===== config.mk =====
export PLATFORM = sky130hd
export DESIGN_NAME = alu_rr_sequencer
export DESIGN_NICKNAME = d
export VERILOG_FILES = /design/src/rtl/alu_rr_sequencer_pkg.sv /design/src/rtl/alu_rr_sequencer_arb.sv /design/src/rtl/alu_rr_sequencer.sv
export SDC_FILE = /design/constraint.sdc
export NUM_CORES = 1
export LEC_CHECK = 0
export CORE_MARGIN = 2
export CORE_UTILIZATION = 42
export DETAILED_ROUTE_END_ITERATION = 7
export PLACE_DENSITY = 0.81
export SETUP_SLACK_MARGIN = 0.02
export SYNTH_ARGS = -nofsm -noshare
export SYNTH_HDL_FRONTEND = slang
export SYNTH_SLANG_ARGS = --single-unit
export TNS_END_PERCENT = 20

===== constraint.sdc =====
create_clock -name clk_i -period 2 [get_ports clk_i]
set_input_delay 0.2 -clock clk_i [delete_from_list [all_inputs] [get_ports clk_i]]
set_output_delay 0.2 -clock clk_i [all_outputs]
set_load 0.01 [all_outputs]

===== src/rtl/alu_rr_sequencer_pkg.sv =====
// ---------------------------------------------------------------------------
// alu_rr_sequencer_pkg
//   Shared definitions for the ALU round-robin sequencer slice.
//   Contents:
//     DEFAULT_W / DEFAULT_CNT_W : default operand and counter widths
//     P0 / P1                   : requester port indices
//     state_e                   : sequencer FSM encoding (IDLE, EXEC, DONE)
//     carryOut()                : unsigned carry-out recovered from operand
//                                 MSBs and the sum MSB
//     portMask()                : one-hot 2-bit mask for a port index
// ---------------------------------------------------------------------------
package alu_rr_sequencer_pkg;

  localparam int DEFAULT_W     = 8;
  localparam int DEFAULT_CNT_W = 16;

  localparam int P0 = 0;
  localparam int P1 = 1;

  typedef enum logic [1:0] {
    IDLE = 2'd0,
    EXEC = 2'd1,
    DONE = 2'd2
  } state_e;

  // The shared ALU only exposes an 8-bit F, so the carry-out is rebuilt from
  // the two operand MSBs and the result MSB: a carry leaves the top bit when
  // both MSBs are set, or when exactly one is set and the sum MSB came out 0.
  function automatic logic carryOut(input logic aMsb,
                                    input logic bMsb,
                                    input logic fMsb);
    return (aMsb & bMsb) | ((aMsb | bMsb) & ~fMsb);
  endfunction

  function automatic logic [1:0] portMask(input logic port);
    return port ? 2'b10 : 2'b01;
  endfunction

endpackage


===== src/rtl/alu_rr_sequencer_arb.sv =====
// ---------------------------------------------------------------------------
// rr_arbiter2
//   Two-input round-robin arbiter. Picks a winner combinationally from the
//   current request vector and keeps the priority pointer, which names the
//   preferred port when both ports request at once.
//   Ports:
//     clk_i      : system clock
//     rst_ni     : asynchronous active-low reset (pointer returns to port 0)
//     req_i      : request vector, bit n = port n
//     advance_i  : a grant is being issued this cycle; move the pointer
//     winner_o   : index of the selected port (meaningful when req_i != 0)
// ---------------------------------------------------------------------------
module rr_arbiter2
  import alu_rr_sequencer_pkg::*;
(
  input  logic       clk_i,
  input  logic       rst_ni,
  input  logic [1:0] req_i,
  input  logic       advance_i,
  output logic       winner_o
);

  logic ptr_q;
  logic ptr_d;

  // A lone requester always wins; the pointer only breaks ties.
  always_comb begin
    winner_o = ptr_q;
    case (req_i)
      2'b01:   winner_o = 1'(P0);
      2'b10:   winner_o = 1'(P1);
      default: winner_o = ptr_q;
    endcase
  end

  // After every grant the loser becomes the preferred port, so two ports
  // that keep requesting are served strictly alternately.
  always_comb begin
    ptr_d = ptr_q;
    if (advance_i) begin
      ptr_d = ~winner_o;
    end
  end

  always_ff @(posedge clk_i or negedge rst_ni) begin
    if (!rst_ni) begin
      ptr_q <= 1'(P0);
    end else begin
      ptr_q <= ptr_d;
    end
  end

endmodule


===== src/rtl/alu_rr_sequencer.sv =====
// ---------------------------------------------------------------------------
// alu_rr_sequencer
//   Shares one external W-bit adder ALU between two requesters. A request is
//   granted round-robin, the winner's operands are registered onto the ALU
//   inputs with ALUop raised for a single cycle, the ALU sum is captured
//   together with a derived carry-out, and a done pulse returns the result.
//   One operation takes three cycles: IDLE (grant) -> EXEC -> DONE.
//   Ports:
//     clk_i, rst_ni          : clock, asynchronous active-low reset
//     req_i[1:0]             : level requests, held until that port's done
//     opa0_i/opb0_i          : port-0 operands
//     opa1_i/opb1_i          : port-1 operands
//     gnt_o[1:0]             : one-hot pulse, operands of that port latched
//     done_o[1:0]            : one-hot pulse, result_o/carry_o valid
//     result_o, carry_o      : last captured sum and unsigned carry-out
//     busy_o                 : high whenever the sequencer is not IDLE
//     alu_a_o/alu_b_o/alu_op_o : drive ALU A, B and ALUop
//     alu_f_i                : ALU F, only trusted while alu_op_o is high
//     cnt0_o/cnt1_o          : completed operations per port (wrapping)
// ---------------------------------------------------------------------------
module alu_rr_sequencer
  import alu_rr_sequencer_pkg::*;
#(
  parameter int W     = DEFAULT_W,
  parameter int CNT_W = DEFAULT_CNT_W
) (
  input  logic             clk_i,
  input  logic             rst_ni,
  input  logic [1:0]       req_i,
  input  logic [W-1:0]     opa0_i,
  input  logic [W-1:0]     opb0_i,
  input  logic [W-1:0]     opa1_i,
  input  logic [W-1:0]     opb1_i,
  output logic [1:0]       gnt_o,
  output logic [1:0]       done_o,
  output logic [W-1:0]     result_o,
  output logic             carry_o,
  output logic             busy_o,
  output logic [W-1:0]     alu_a_o,
  output logic [W-1:0]     alu_b_o,
  output logic             alu_op_o,
  input  logic [W-1:0]     alu_f_i,
  output logic [CNT_W-1:0] cnt0_o,
  output logic [CNT_W-1:0] cnt1_o
);

  state_e           state_q,  state_d;
  logic             winner_q, winner_d;
  logic [1:0]       gnt_q,    gnt_d;
  logic [1:0]       done_q,   done_d;
  logic [W-1:0]     result_q, result_d;
  logic             carry_q,  carry_d;
  logic             busy_q,   busy_d;
  logic [W-1:0]     aluA_q,   aluA_d;
  logic [W-1:0]     aluB_q,   aluB_d;
  logic             aluOp_q,  aluOp_d;
  logic [CNT_W-1:0] cnt0_q,   cnt0_d;
  logic [CNT_W-1:0] cnt1_q,   cnt1_d;

  logic             arbWinner;
  logic             grantEn;

  rr_arbiter2 u_arb (
    .clk_i     (clk_i),
    .rst_ni    (rst_ni),
    .req_i     (req_i),
    .advance_i (grantEn),
    .winner_o  (arbWinner)
  );

  // Next-state and next-output logic. Pulse outputs (gnt, done, alu_op)
  // default to 0 so they last exactly one cycle; data outputs default to
  // holding so result/carry and the ALU operands stay put between captures.
  // Requests are only looked at in IDLE, so anything req_i does during
  // EXEC or DONE cannot disturb the operation in flight.
  always_comb begin
    state_d  = state_q;
    winner_d = winner_q;
    gnt_d    = 2'b00;
    done_d   = 2'b00;
    result_d = result_q;
    carry_d  = carry_q;
    aluA_d   = aluA_q;
    aluB_d   = aluB_q;
    aluOp_d  = 1'b0;
    cnt0_d   = cnt0_q;
    cnt1_d   = cnt1_q;
    grantEn  = 1'b0;

    case (state_q)
      IDLE: begin
        if (|req_i) begin
          grantEn  = 1'b1;
          winner_d = arbWinner;
          gnt_d    = portMask(arbWinner);
          aluA_d   = (arbWinner == 1'(P1)) ? opa1_i : opa0_i;
          aluB_d   = (arbWinner == 1'(P1)) ? opb1_i : opb0_i;
          aluOp_d  = 1'b1;
          state_d  = EXEC;
        end
      end

      // F is valid now because ALUop has been high for this whole cycle.
      EXEC: begin
        result_d = alu_f_i;
        carry_d  = carryOut(aluA_q[W-1], aluB_q[W-1], alu_f_i[W-1]);
        done_d   = portMask(winner_q);
        if (winner_q == 1'(P1)) begin
          cnt1_d = cnt1_q + CNT_W'(1);
        end else begin
          cnt0_d = cnt0_q + CNT_W'(1);
        end
        state_d = DONE;
      end

      // Dead cycle while done is visible; this gives the requester time to
      // drop its request before IDLE looks at req_i again.
      DONE: begin
        state_d = IDLE;
      end

      default: begin
        state_d = IDLE;
      end
    endcase

    busy_d = (state_d != IDLE);
  end

  // State and output registers. Reset aborts any operation in flight, so a
  // grant that was already issued never produces a done pulse.
  always_ff @(posedge clk_i or negedge rst_ni) begin
    if (!rst_ni) begin
      state_q  <= IDLE;
      winner_q <= 1'(P0);
      gnt_q    <= 2'b00;
      done_q   <= 2'b00;
      result_q <= '0;
      carry_q  <= 1'b0;
      busy_q   <= 1'b0;
      aluA_q   <= '0;
      aluB_q   <= '0;
      aluOp_q  <= 1'b0;
      cnt0_q   <= '0;
      cnt1_q   <= '0;
    end else begin
      state_q  <= state_d;
      winner_q <= winner_d;
      gnt_q    <= gnt_d;
      done_q   <= done_d;
      result_q <= result_d;
      carry_q  <= carry_d;
      busy_q   <= busy_d;
      aluA_q   <= aluA_d;
      aluB_q   <= aluB_d;
      aluOp_q  <= aluOp_d;
      cnt0_q   <= cnt0_d;
      cnt1_q   <= cnt1_d;
    end
  end

  assign gnt_o    = gnt_q;
  assign done_o   = done_q;
  assign result_o = result_q;
  assign carry_o  = carry_q;
  assign busy_o   = busy_q;
  assign alu_a_o  = aluA_q;
  assign alu_b_o  = aluB_q;
  assign alu_op_o = aluOp_q;
  assign cnt0_o   = cnt0_q;
  assign cnt1_o   = cnt1_q;

endmodule


==> results.md <==
- Vias in the first global route: approximately 2300
- Most frequent cells in the layout: 105 x clkdlybuf4s50_1, 67 x dfrtp_1, 57 x nand2_1, 22 x xnor2_1
- IO buf count: 106
- Async S/R FF share, synth: 1.00
- Crit end category: register
- Gr busiest metal: met2
- Hold Path Class: in2reg
- Internal: around 3.6 mW
- Finished Cell Area: 4300 um2
- Slew Limit Fails: 0
- CTS Hold Bufs: 1
- Average cell area after synthesis: approximately 11 um2
- Pre-CTS setup slack: -0.0582 ns
- Compound-Gate Fraction of Synth Area: 0.0352
- Die area: around 7600 um2
- Most common cell after layout, fill and taps aside: clkdlybuf4s50_1
- Arrival @ worst endpoint: around 1.9 ns
- First-pass GRT wire length: 10.6 mm
- GPL Wtd Cong: 0.756
- Synth Area in Adders: 0.0249
- Prevailing post-synth register cell: dfrtp_1
- Slowest-stage cell, CP: clkdlybuf4s50_1
- Sw frac: 0.327
- Worst vdd ir: 0.688 mV
- Worst path bufs/invs: 3
- Worst-path clk slew: 0.07 ns
- Vias per cell: about 4.9
- Synth Warn #: 0
- Critical Path Source: req_i[1]
- GR Util met2: 0.273
- CTS tree: yes
- Drt drc: 0
- Layout Cells excl Fill: 456
- Mux share of post-synthesis cell area: 0.0627
- Syn Std Cell Area: roughly 2900 um2
- Switching power: 1.75 mW
- Post-Synthesis Net Count: 306
- Clock period minus worst slack: between 1.5 and 2 ns
- Resize count post-CTS: 0
- Layout cells sized above 1: 0.0878
- Largest net degree at the start of global routing: 68
- Io pins: approximately 110
- DR vias: 2220
- Clock power frac: 0.218
- H-tree lvl count: 3
- Fin Clk Skew: 0.00659 ns
- GRT overflow: 0
- DP Area: between 4000 and 5000 um2
- Mapped Cells: 257
- CTS root buf: clkbuf_8
- Die X-Extent: between 80 and 90 um
- CP required: between 2 and 2.5 ns
- Total CTS buffers: 9
- Drt wl/cell: 13.7 um
- Final setup violation count: 0
- Worst Setup EP: alu_a_o[5]
- Rel. slew slack: 0.749
- Tcrit/Tclk final: 0.837
- XOR/XNOR share of the synthesized area: 0.0928
- Simple-gate share of the synthesized area: 0.181
- Core footprint: 6760 um2
- Post-synthesis cell type count: 36
- CP Cell Sequence: clkdlybuf4s50_1 -> inv_1 -> ha_1 -> nor2b_1 -> a21oi_2 -> buf_12 -> mux2i_1 -> o21ai_0
- Starting density of the core: 0.431
- WP depth: 8
- Reg2reg setup slack: 0.41 ns
- Initial antenna violation count: 0
- Delay-heaviest family, CP: buffers and inverters
- Nature of the critical path startpoint: primary input
- Combinational family with the most area after synthesis: simple AND/OR/NAND/NOR gates
- Reg2Reg Depth: 4
- Finished Core Util: 0.636
- Die H: 87.3 um
- Met3 Track Usage GR: 0.0777
- Sink Count: 67
- Area delta synth->final: 47.6%
- Setup slack after layout: about 0.33 ns
- Static Leak: 2.00 nW
- CP max FO: 15
- Antenna viol nets, final: 0
- Fmax: 598 MHz
- Placed Instances: 439
- Crit path kind: in2reg
- Post CTS Setup Buffer Count: 0
- Least-Margin Pin Slew: 0.376 ns
- Reg-to-Reg Start: state_q[0]
- Post-synthesis register bit count: 67
- Post-synth EDFFs: 0
- Gr usage total: 0.181
- Sequential area share after synthesis: 0.576
- Routed Wire Length: approximately 6.3 mm
- Dpl hpwl: between 4 and 5 mm
- Clock Latency Late Sink: 0.34 ns
- Site Rows: 30
- Initial DRC count: 70
- Total Nets Final: 420
- Comb pwr share: 0.384
- Worst-case hold slack: 0.386 ns
- Final setup TNS: 0 ns
- Unrepaired setup endpoints after global routing: no
- Reg power frac: 0.397
- Reg-to-Reg End: cnt0_o[8]
- PD cells: between 1000 and 1500 nW/um2
- Maximum clock path buffer count: 2
- DRT Pass-1 Iters: 4
- Status: complete, no violations
- Final Hold Violating Endpoints: 0
- Crit path largest cell delay: 0.51 ns
- Max cap viols: 0
- Pwr Total: 5.36 mW
- ANT cells: 0
- M1 GR Usage: 0.224
-- worst register-to-register path: cells and delay by family, from the launching register on --
kind	cells	cell delay, ns
flip-flops	1	0.45
XOR/XNOR	1	0.15
AND/OR/NAND/NOR	3	0.88
-- logic make-up after synthesis --
group,after synthesis
XOR/XNOR,30
AO/OA/AOI/OAI,20
multiplexers,18
AND/OR/NAND/NOR,99
flip-flops,67
adder cells (fa/ha/maj),6
buffers and inverters,17
-- power by group through the flow --
stage / registers [mW] / clock network, mW / logic (mW)
6_report: 2.13 / 1.17 / 2.06
5_1_grt: 2.21 / 1.25 / 2.29
4_1_cts: 2.14 / 1.19 / 2.10
3_5_place_dp: 2.16 / 0 / 2.09
3_3_place_gp: 2.15 / 0 / 2.04
2_1_floorplan: 2.29 / 0 / 0.788
-- area by class of cell --
cell class                 count  area (um2)
fill                         547        2460
sequential                    67        1680
multi-input combinational    173        1160
timing repair buffer         112        1130
clock buffer                  15         176
tap                           80         100
clock inverter                 1        30.0
inverter                       8        30.0
-- metal layers --
layer	up-vias	wire length (um)
li1	1075	-
met1	1038	2640
met2	95	2850
met3	12	654
met4	0	117
met5	-	0
-- Yosys cell counts, types with 2 or more instances --
cell / number / share of area
mux2i_1: 16 / 0.055
clkbuf_1: 4 / 0.0052
nand3_1: 10 / 0.017
buf_4: 2 / 0.0052
inv_1: 7 / 0.0090
nor2_1: 6 / 0.0077
and3_2: 2 / 0.0052
nand3_2: 3 / 0.010
xor2_1: 7 / 0.021
a21oi_1: 2 / 0.0034
nor2b_1: 2 / 0.0043
buf_2: 2 / 0.0034
nor3_1: 2 / 0.0034
dfrtp_1: 67 / 0.58
and3_1: 5 / 0.011
o21ai_0: 16 / 0.027
ha_1: 5 / 0.021
mux2_2: 2 / 0.0077
nand2_1: 57 / 0.073
nand4_1: 3 / 0.0064
xnor2_1: 22 / 0.066
-- worst min path at each step --
stage               cells after the start        from           to  slack, ns
floorplan                               0      rst_ni   alu_a_o[0]       -0.1
global placement                        2      rst_ni   cnt0_o[10]       0.24
detailed placement                      2      rst_ni    cnt0_o[9]       0.25
CTS                                     3  alu_f_i[4]  result_o[4]       0.38
global route                            3  alu_f_i[4]  result_o[4]       0.39
finish                                  3  alu_f_i[4]  result_o[4]       0.39
-- sequential cells by signal, indices dropped and copies added, names as in the netlist, 2 cells and up --
signal and cells:
cnt0_o 16, cnt1_o 16, alu_a_o 8, alu_b_o 8, result_o 8, done_o 2, gnt_o 2, state_q 2
(Power assumes the default switching activity.)
